$ cat config.mk
export PLATFORM = sky130hd
export DESIGN_NAME = usbpd_rx_sym_decoder
export DESIGN_NICKNAME = d
export VERILOG_FILES = /design/src/rtl/usbpd_rx_sym_decoder.sv
export SDC_FILE = /design/constraint.sdc
export NUM_CORES = 1
export LEC_CHECK = 0
export ABC_CLOCK_PERIOD_IN_PS = 3060
export CAP_MARGIN = 20
export CORE_UTILIZATION = 25
export CTS_BUF_LIST = sky130_fd_sc_hd__clkbuf_16
export DETAILED_ROUTE_END_ITERATION = 8
export HOLD_SLACK_MARGIN = 0.06
export PLACE_DENSITY = 0.38
export RECOVER_POWER = 50
export SETUP_SLACK_MARGIN = 0.15
export SLEW_MARGIN = 15
export SYNTH_ARGS = -nofsm -noshare
export SYNTH_HDL_FRONTEND = slang
export SYNTH_SLANG_ARGS = --single-unit
$ cat constraint.sdc
create_clock -name clk -period 3.06 [get_ports clk]
set_input_delay 0.459 -clock clk [delete_from_list [all_inputs] [get_ports clk]]
set_output_delay 0.459 -clock clk [all_outputs]
set_load 0.005 [all_outputs]
$ cat src/rtl/usbpd_rx_sym_decoder.sv
// rtl/usbpd_rx_sym_decoder.sv - USB PD Rx framer: ordered-set hunt, 4b5b decode, EOP detect, CRC32 check.
// Optional USBPD_RX_SOPDBG_EN: also match SOP'_Debug (code 4) and SOP''_Debug (code 5).
module usbpd_rx_sym_decoder #(
   parameter int MAX_BYTE = 34,
   parameter int CNT_W    = 6
) (
   input  logic             clk,
   input  logic             rstz,
   input  logic             bit_vld,
   input  logic             bit_dat,
   input  logic             bmc_idle,
   output logic             rx_sop,
   output logic [2:0]       rx_ordrs,
   output logic             rx_dv,
   output logic [7:0]       rx_dat,
   output logic [CNT_W-1:0] rx_cnt,
   output logic             rx_eop,
   output logic             rx_crc_ok,
   output logic             rx_err
);

   localparam logic [4:0] K_S1  = 5'b11000;
   localparam logic [4:0] K_S2  = 5'b10001;
   localparam logic [4:0] K_S3  = 5'b00110;
   localparam logic [4:0] K_R1  = 5'b00111;
   localparam logic [4:0] K_R2  = 5'b11001;
   localparam logic [4:0] K_EOP = 5'b01101;

   // First-received symbol sits in the low bits, matching the LSB-first shift.
   localparam logic [19:0] OS_SOP   = {K_S2, K_S1, K_S1, K_S1};
   localparam logic [19:0] OS_SOPP  = {K_S3, K_S3, K_S1, K_S1};
   localparam logic [19:0] OS_SOPPP = {K_S3, K_S1, K_S3, K_S1};
   localparam logic [19:0] OS_HR    = {K_R2, K_R1, K_R1, K_R1};
   localparam logic [19:0] OS_CR    = {K_S3, K_R1, K_S1, K_R1};
`ifdef USBPD_RX_SOPDBG_EN
   localparam logic [19:0] OS_DBGP  = {K_S3, K_R2, K_R2, K_S1};
   localparam logic [19:0] OS_DBGPP = {K_S2, K_S3, K_R2, K_S1};
`endif

   // 0xC704DD7B residue expressed in the reflected register's bit order.
   localparam logic [31:0] CRC_RESIDUE = 32'hDEBB20E3;

   typedef enum logic [0:0] {HUNT, DATA} state_t;

   state_t      state_q, state_d;
   logic [19:0] sr_q, sr_d, sr_shift;
   logic [2:0]  bit_cnt_q, bit_cnt_d;
   logic        odd_q, odd_d;
   logic [3:0]  lo_nib_q, lo_nib_d;
   logic [31:0] crc_q, crc_d;
   logic        sop_d, dv_d, eop_d, ok_d, err_d;
   logic [2:0]  ordrs_d, ord_code;
   logic [7:0]  dat_d;
   logic [CNT_W-1:0] cnt_d;
   logic [4:0]  sym, sym_dec;
   logic        sym_done, eop_now;

   function automatic logic os_hit(input logic [19:0] w, input logic [19:0] os);
      logic [2:0] n;
      n = 3'd0;
      for (int i = 0; i < 4; i++)
         if (w[i*5 +: 5] == os[i*5 +: 5]) n = n + 3'd1;
      return (n >= 3'd3);
   endfunction

   // Returns {valid, nibble}; K codes and unused codes decode as invalid.
   function automatic logic [4:0] dec_sym(input logic [4:0] s);
      case (s)
         5'b11110: return {1'b1, 4'h0};
         5'b01001: return {1'b1, 4'h1};
         5'b10100: return {1'b1, 4'h2};
         5'b10101: return {1'b1, 4'h3};
         5'b01010: return {1'b1, 4'h4};
         5'b01011: return {1'b1, 4'h5};
         5'b01110: return {1'b1, 4'h6};
         5'b01111: return {1'b1, 4'h7};
         5'b10010: return {1'b1, 4'h8};
         5'b10011: return {1'b1, 4'h9};
         5'b10110: return {1'b1, 4'hA};
         5'b10111: return {1'b1, 4'hB};
         5'b11010: return {1'b1, 4'hC};
         5'b11011: return {1'b1, 4'hD};
         5'b11100: return {1'b1, 4'hE};
         5'b11101: return {1'b1, 4'hF};
         default:  return 5'b0_0000;
      endcase
   endfunction

   function automatic logic [31:0] crc_byte(input logic [31:0] c, input logic [7:0] d);
      logic [31:0] r;
      r = c ^ {24'h0, d};
      for (int i = 0; i < 8; i++)
         r = r[0] ? ((r >> 1) ^ 32'hEDB88320) : (r >> 1);
      return r;
   endfunction

   assign sr_shift = {bit_dat, sr_q[19:1]};
   assign sym      = sr_shift[19:15];
   assign sym_dec  = dec_sym(sym);
   assign sym_done = bit_vld && (bit_cnt_q == 3'd4);
   assign eop_now  = sym_done && (sym == K_EOP) && !odd_q;

   always_comb begin
      ord_code = 3'd0;
      if (os_hit(sr_shift, OS_SOP))        ord_code = 3'd1;
      else if (os_hit(sr_shift, OS_SOPP))  ord_code = 3'd2;
      else if (os_hit(sr_shift, OS_SOPPP)) ord_code = 3'd3;
      else if (os_hit(sr_shift, OS_HR))    ord_code = 3'd6;
      else if (os_hit(sr_shift, OS_CR))    ord_code = 3'd7;
`ifdef USBPD_RX_SOPDBG_EN
      else if (os_hit(sr_shift, OS_DBGP))  ord_code = 3'd4;
      else if (os_hit(sr_shift, OS_DBGPP)) ord_code = 3'd5;
`endif
   end

   always_comb begin
      state_d   = state_q;
      sr_d      = sr_q;
      bit_cnt_d = bit_cnt_q;
      odd_d     = odd_q;
      lo_nib_d  = lo_nib_q;
      crc_d     = crc_q;
      sop_d     = 1'b0;
      ordrs_d   = rx_ordrs;
      dv_d      = 1'b0;
      dat_d     = rx_dat;
      cnt_d     = rx_cnt;
      eop_d     = 1'b0;
      ok_d      = rx_crc_ok;
      err_d     = 1'b0;
      case (state_q)
         HUNT: begin
            if (bit_vld) begin
               sr_d = sr_shift;
               if (ord_code != 3'd0) begin
                  sop_d     = 1'b1;
                  ordrs_d   = ord_code;
                  cnt_d     = '0;
                  sr_d      = '0;
                  bit_cnt_d = 3'd0;
                  odd_d     = 1'b0;
                  crc_d     = 32'hFFFFFFFF;
                  if (ord_code <= 3'd5) state_d = DATA;
               end
            end
         end
         DATA: begin
            if (bit_vld) begin
               sr_d      = sr_shift;
               bit_cnt_d = sym_done ? 3'd0 : bit_cnt_q + 3'd1;
            end
            // EOP completing in the same cycle as squelch takes priority.
            if (bmc_idle && !eop_now) begin
               err_d   = 1'b1;
               state_d = HUNT;
               sr_d    = '0;
            end else if (sym_done) begin
               if (sym_dec[4]) begin
                  if (!odd_q) begin
                     lo_nib_d = sym_dec[3:0];
                     odd_d    = 1'b1;
                  end else if (rx_cnt == CNT_W'(MAX_BYTE)) begin
                     err_d   = 1'b1;
                     state_d = HUNT;
                     sr_d    = '0;
                  end else begin
                     dv_d  = 1'b1;
                     dat_d = {sym_dec[3:0], lo_nib_q};
                     cnt_d = rx_cnt + CNT_W'(1);
                     crc_d = crc_byte(crc_q, {sym_dec[3:0], lo_nib_q});
                     odd_d = 1'b0;
                  end
               end else if (eop_now) begin
                  eop_d   = 1'b1;
                  ok_d    = (crc_q == CRC_RESIDUE) && (rx_cnt >= CNT_W'(6));
                  state_d = HUNT;
                  sr_d    = '0;
               end else begin
                  err_d   = 1'b1;
                  state_d = HUNT;
                  sr_d    = '0;
               end
            end
         end
         default: state_d = HUNT;
      endcase
   end

   always_ff @(posedge clk or negedge rstz) begin
      if (!rstz) begin
         state_q   <= HUNT;
         sr_q      <= '0;
         bit_cnt_q <= 3'd0;
         odd_q     <= 1'b0;
         lo_nib_q  <= 4'h0;
         crc_q     <= 32'hFFFFFFFF;
         rx_sop    <= 1'b0;
         rx_ordrs  <= 3'd0;
         rx_dv     <= 1'b0;
         rx_dat    <= 8'h00;
         rx_cnt    <= '0;
         rx_eop    <= 1'b0;
         rx_crc_ok <= 1'b0;
         rx_err    <= 1'b0;
      end else begin
         state_q   <= state_d;
         sr_q      <= sr_d;
         bit_cnt_q <= bit_cnt_d;
         odd_q     <= odd_d;
         lo_nib_q  <= lo_nib_d;
         crc_q     <= crc_d;
         rx_sop    <= sop_d;
         rx_ordrs  <= ordrs_d;
         rx_dv     <= dv_d;
         rx_dat    <= dat_d;
         rx_cnt    <= cnt_d;
         rx_eop    <= eop_d;
         rx_crc_ok <= ok_d;
         rx_err    <= err_d;
      end
   end

endmodule

# ---- Word-level counts from Yosys, hierarchy flattened
# Memory sizes are Yosys's and may differ from the RTL's.
# Index checks and enable logic that the tools add are counted.
dict set report word_totals {
  register_bits 83
  romBits 160
  input_bits 5
  out_inout_bits 22
  wordCells 227
  memories 1
}
# memory depth word_bits rd rd_ports_with_merged_regs write_ports line_no
set mem_list {}
lappend mem_list {{(no name shown)} 32 5 1 0 0 68} ;# case (s)
dict set report op_classes {
  addsub 17
  order_cmp 7
  n_eq_ne 23
  mux 136
  n_bitwise 14
  n_reduce_logical 15
}
# op count
set ops {}
lappend ops {{2-to-1 mux 32 bit} 15}
lappend ops {{2-to-1 mux 3 bit} 64}
lappend ops {{2-to-1 mux 20 bit} 8}
lappend ops {{inverter 13 -> 14 bit} 8}
lappend ops {{one-hot mux 32 bit (2 select lines)} 1}
lappend ops {{adder 3 x 1 -> 3 bit (second input constant)} 16}
lappend ops {{2-to-1 mux 6 bit} 7}
lappend ops {{one-hot mux 20 bit (2 select lines)} 1}
lappend ops {{2-to-1 mux 1 bit} 36}
lappend ops {{equality test 32 bit (second input constant)} 1}
lappend ops {{bitwise XOR 32 x 8 -> 32 bit} 1}
lappend ops {{equality test 5 x 3 -> 1 bit (second input constant)} 6}
lappend ops {{equality test 5 bit (second input constant)} 5}
lappend ops {{greater-or-equal comparator 3 x 2 -> 1 bit (second input constant)} 5}
lappend ops {{AND reduction 5 bit} 3}
lappend ops {{one-hot mux 6 bit (2 select lines)} 1}
lappend ops {{inequality test 2 bit (second input constant)} 5}
lappend ops {{AND reduction 7 bit} 1}
lappend ops {{adder 6 x 1 -> 6 bit (second input constant)} 1}
lappend ops {{equality test 6 bit (second input constant)} 1}
lappend ops {{greater-or-equal comparator 6 x 3 -> 1 bit (second input constant)} 1}
lappend ops {{inequality test 2 x 1 -> 1 bit (second input constant)} 3}
lappend ops {{one-hot mux 3 bit (2 select lines)} 1}
lappend ops {{AND reduction 3 bit} 2}
lappend ops {{other kinds (9)} 19}

# ---- Logic depth before layout (Yosys ltp)
dict set report logic_depth {
  ltp_word 87
  depth_mapped 16
  depth_no_buf 15
}

# ---- Worst setup path before layout
# No wires, ideal clock.
dict set report synth_path {
  path_type {reg2reg}
  startpoint {reg sr_q[6]}
  endpoint {reg rx_cnt[3]}
  setup_time_ns 0.078
  arrival_ns 3.226
  t_required_ns 2.982
  setup_slack_ns -0.243
  path_stages_with_launch 16
  path_buffers 2
  synth_period_minus_slack_ns 3.303
  path_cell_list {dfrtp_1 nor4b_2 nand2_1 inv_1 ha_1 clkbuf_1 xnor2_1 ha_1 or2_2 o311a_1 a21oi_2 nand3_2 o31a_1 buf_6 a31o_1 a21oi_1}
}
dict set report synth_via {
  elab_chain_len 27
  elab_cells_between_ends 71
  cone_classes {add/sub: 10; order compare: 5; eq/ne: 4; mux: 50; reduce/logical: 2}
}
# element line_no
set synth_lines {}
lappend synth_lines {{start: declaration} 46} ;# logic [19:0] sr_q, sr_d, sr_shift;
lappend synth_lines {{start signal: assignment} 207} ;# sr_q <= sr_d;
lappend synth_lines {{equality test 5 bit} 62} ;# if (w[i*5 +: 5] == os[i*5 +: 5]) n = n + 3'd1;
lappend synth_lines {{2-to-1 mux 3 bit} 62}
lappend synth_lines {{2-to-1 mux 3 bit} 108} ;# else if (os_hit(sr_shift, OS_HR)) ord_code = 3'd6;
lappend synth_lines {{2-to-1 mux 3 bit} 107} ;# else if (os_hit(sr_shift, OS_SOPPP)) ord_code = 3'd3;
lappend synth_lines {{2-to-1 mux 3 bit} 106} ;# else if (os_hit(sr_shift, OS_SOPP)) ord_code = 3'd2;
lappend synth_lines {{2-to-1 mux 3 bit} 105} ;# if (os_hit(sr_shift, OS_SOP)) ord_code = 3'd1;
lappend synth_lines {{adder 3 x 1 -> 3 bit} 62}
lappend synth_lines {{2-to-1 mux 3 bit} 62}
lappend synth_lines {{[... 11 more ...]} --}
lappend synth_lines {{2-to-1 mux 3 bit} 109} ;# else if (os_hit(sr_shift, OS_CR)) ord_code = 3'd7;
lappend synth_lines {{2-to-1 mux 3 bit} 108}
lappend synth_lines {{2-to-1 mux 3 bit} 107}
lappend synth_lines {{2-to-1 mux 3 bit} 106}
lappend synth_lines {{2-to-1 mux 3 bit (*)} 105}
lappend synth_lines {{nonzero test 3 bit (*)} 135} ;# if (ord_code != 3'd0) begin
lappend synth_lines {{inequality test 2 bit (no line) (*)} --}
lappend synth_lines {{AND reduction 7 bit (no line) (*)} --}
lappend synth_lines {{end signal: assignment} 216} ;# rx_cnt <= cnt_d;
lappend synth_lines {{end: declaration} 16} ;# output logic [CNT_W-1:0] rx_cnt,
# Every way passes the cells marked *; elsewhere a longest branch is shown, timed or not. The select of a mux whose other input is x is not followed.
# A chain may end at the register's enable or synchronous reset.

# ---- Worst setup path in the final report
dict set report layout_path {
  startpoint {reg sr_q[8]}
  endpoint {reg crc_q[15]}
}
dict set report layout_via {
  elab_chain_len 27
  elab_cells_between_ends 71
  cone_classes {add/sub: 10; order compare: 5; eq/ne: 4; mux: 50; reduce/logical: 2}
}
# element line_no
set layout_lines {}
lappend layout_lines {{equality test 5 bit} 62}
lappend layout_lines {{2-to-1 mux 3 bit} 62}
lappend layout_lines {{2-to-1 mux 3 bit} 108}
lappend layout_lines {{2-to-1 mux 3 bit} 107}
lappend layout_lines {{2-to-1 mux 3 bit} 106}
lappend layout_lines {{2-to-1 mux 3 bit} 105}
lappend layout_lines {{adder 3 x 1 -> 3 bit} 62}
lappend layout_lines {{2-to-1 mux 3 bit} 62}
lappend layout_lines {{[... 11 more ...]} --}
lappend layout_lines {{2-to-1 mux 3 bit} 109}
lappend layout_lines {{2-to-1 mux 3 bit} 108}
lappend layout_lines {{2-to-1 mux 3 bit} 107}
lappend layout_lines {{2-to-1 mux 3 bit} 106}
lappend layout_lines {{2-to-1 mux 3 bit (*)} 105}
lappend layout_lines {{nonzero test 3 bit (*)} 135}
lappend layout_lines {{inequality test 2 bit (no line) (*)} --}
lappend layout_lines {{AND reduction 7 bit (no line) (*)} --}
lappend layout_lines {{end signal: assignment} 211} ;# crc_q <= crc_d;
lappend layout_lines {{end: declaration} 50} ;# logic [31:0] crc_q, crc_d;
# Marks and branches as above.

==> impl_metrics.csv <==
group,metric,value,unit
route,drt-initial-drc-count,207,
die,core-area,20300,um^2
synthesis,synth_edf_count,0,
critical_path,path_class,"flip-flop to flip-flop",
synthesis,synth.largest_area_cell,"dfrtp_1",
critical_path,endpoint_kind,"flip-flop",
route,via_count,4306,
synthesis,synth.most_common_cell,"nor2_1",
grt,track_usage,14.8,%
synthesis,ys_warn_count,0,
cells_and_area,fin_nets,687,
critical_path,critPathMaxFanout,27,
critical_path,cp-start-kind,"flip-flop",
route,dr.pass1.iters,7,
synthesis,synth_top_area_share,24.1,%
timing,hold_violations,0,
synthesis,synth-seq-cells,82,
timing,period_needed,3.44,ns
clocking,htreeDepth,3,
timing,layout_setup_ws,-0.377,ns
timing,fmax,0.291,GHz
clocking,cts.sinks,82,
power_and_ir_drop,ir_drop,0.691,mV
grt,grt-ovfl-total,0,
synthesis,synthesis.nets,563,
timing,maxSlewHeadroom,-24.4,%
timing,maxSlewViolCount,70,
critical_path,required,3.33,ns
synthesis,synthesis.area,5180,um^2
synthesis,synth_area_leaders,"dfrtp_1 24%, dfstp_2 16%, xnor2_1 8.6%, nor2_1 5.1%, mux2i_1 4.8%",
timing,rsz0062_at_grt,"true",
cells_and_area,synthToLayoutAreaGrowth,39.4,%
place,dp.cells,908,
die,start_util,25.5,%
status,status,"finished with violations",
place,post-place-ws,-0.510,ns
route,drc,0,
route,wl_per_cell,16.1,um
timing,finalSetupViolCount,65,
timing,whs,0.477,ns
grt,grt_max_degree,70,
synthesis,yosys-top-cells-count,"70 x nor2_1, 51 x xnor2_1, 50 x dfrtp_1",
timing,min_period_over_period,112,%
synthesis,synth_flop_cell,"dfrtp_1",
die,die_x,146,um
status,violations,"capacitance limit, slew limit, setup timing",
timing,worstMarginPinSlew,1.87,ns
job,maxCapViolCount,1,
route,via_per_inst,4.59,
grt,grt_util_met2,24.4,%
synthesis,synth_cells,539,
clocking,numCtsBuffers,9,
worst_hold_path,min_path_type,"flip-flop to flip-flop",
grt,antenna_found_initial,0,
synthesis,ys_seq_area_share,40.4,%
cells_and_area,fin_util,35.6,%
die,io_pins,27,
synthesis,synthArstFlopShare,100,%
power_and_ir_drop,powerDensity,1120,nW/um^2
die,fp.dieH,146,um
grt,grt_pass1_vias,4604,
die,rows,52,
clocking,clock_path_buffers,2,
clocking,cts_tree,"yes",
place,portBuffers,26,
critical_path,arrival,3.71,ns
grt,grt-busiest-layer,"met2",
timing,finalClockSkew,0.0138,ns
timing,setup_tns,-19.18,ns
synthesis,synth.avg_cell_area,9.62,um^2
cells_and_area,diodes,0,
clocking,clk_pin_slew,0.07,ns
clocking,clkLatencyLatePin,0.35,ns
cells_and_area,finalNonFillerCells,938,
synthesis,yosys.cell_types.count,68,
grt,grt_pass1_wl,24700,um
power_and_ir_drop,power_leakage,3.10,nW
cells_and_area,drive_gt1_share,36.7,%
clocking,clockRootBuffer,"clkbuf_16",
grt,use_met3,1.97,%
route,drt-total-wl,15100,um
grt,grt_use_met1,19.8,%
place,dp.final_hpwl,10600,um
place,finalWeightedCongestion,0.792,
route,antenna_left,0,
die,dieArea,21300,um^2
==> logic make-up after synthesis <==
kind of cell	synth area share, %
and+or+nand+nor	18.4
DFF	40.4
muxes	6.13
xor gates and xnor gates	13.8
adders and majority gates	4.59
AOI/OAI and AO/OA	12.3
buffers and inverters	4.39
==> sequential cells by signal (all words and copies together) (netlist names) <==
register and cells:
rx_eop 1, rx_crc_ok 1, rx_sop 1, crc_q 32, lo_nib_q 4, rx_dv 1, bit_cnt_q 3, odd_q 1
sr_q 19, rx_dat 8, state_q 1, rx_ordrs 3, rx_err 1, rx_cnt 6
==> final timing paths <==
check                                              from  slack (ns)  cells past startpoint                       to
worst max register to register      sr_q[8]$_DFFE_PN0P_       -0.38                     15    crc_q[15]$_DFFE_PN1P_
worst max-delay path                sr_q[8]$_DFFE_PN0P_       -0.38                     15    crc_q[15]$_DFFE_PN1P_
min in group asynchronous                          rstz        0.61                      1     sr_q[13]$_DFFE_PN0P_
worst min register to register  rx_ordrs[0]$_DFFE_PN0P_        0.48                      2  rx_ordrs[0]$_DFFE_PN0P_
worst min-delay path            rx_ordrs[0]$_DFFE_PN0P_        0.48                      2  rx_ordrs[0]$_DFFE_PN0P_
max in group asynchronous                          rstz        1.29                      2    crc_q[11]$_DFFE_PN1P_
==> where the power goes <==
group	switching, mW	internal [mW]	total, mW
Sequential	0.400	1.56	1.96
Combinational	2.50	2.62	5.12
Clock	0.479	0.543	1.02
Total	3.38	4.72	8.10
==> stage by stage <==
step	area, um^2	power (mW)
after floorplan	5240	5.02
after global placement	6470	6.69
after detailed placement	6470	6.71
after CTS	6980	7.95
after global routing	7220	8.70
final	7220	8.10
==> worst max-delay path, stage by stage, from the launching register on <==
cell	delay, ns
dfrtp_1	0.40
buf_6	0.12
nor4b_4	0.27
nand2_1	0.11
inv_2	0.11
buf_12	0.10
ha_4	0.21
xnor2_2	0.16
ha_2	0.30
or2_4	0.24
o311a_1	0.13
a21oi_2	0.23
nand3_4	0.12
o31a_4	0.42
buf_12	0.20
o22a_1	0.21
==> final cells by class <==
cell class / instances / area [um^2]
clock buffers: 9 / 225
clock inverters: 7 / 36.3
fillers: 2089 / 13100
inverters: 24 / 92.6
multi-input cells: 409 / 3250
flip-flops and latches: 82 / 2090
well taps: 270 / 338
repair buffers: 137 / 1190
==> metal layers <==
layer | up-vias | wire, um
li1 | 2140 | -
met1 | 2119 | 7490
met2 | 34 | 7160
met3 | 13 | 211
met4 | 0 | 216
met5 | - | 0
==> repair_timing <==
action,in CTS,in global routing
pin swaps,20,19
gates cloned,0,1
endpoints found under the setup margin,66,66
buffers inserted,11,2
hold buffers,0,0
resized for setup,35,44
==> placed cells by master, fill, tap and decap left out, types with 10 or more instances in the layout <==
cell type and instances:
inv_1 23, buf_4 98, a21oi_1 15, nor2_1 54, nand2_1 47, nor2_2 14, xor2_1 18, a31oi_1 14
clkdlybuf4s50_1 25, clkbuf_16 10, ha_1 14, dfrtp_1 50, xnor2_1 48, mux2i_1 25, dfstp_2 32
Power figures use the tool's default switching activity.
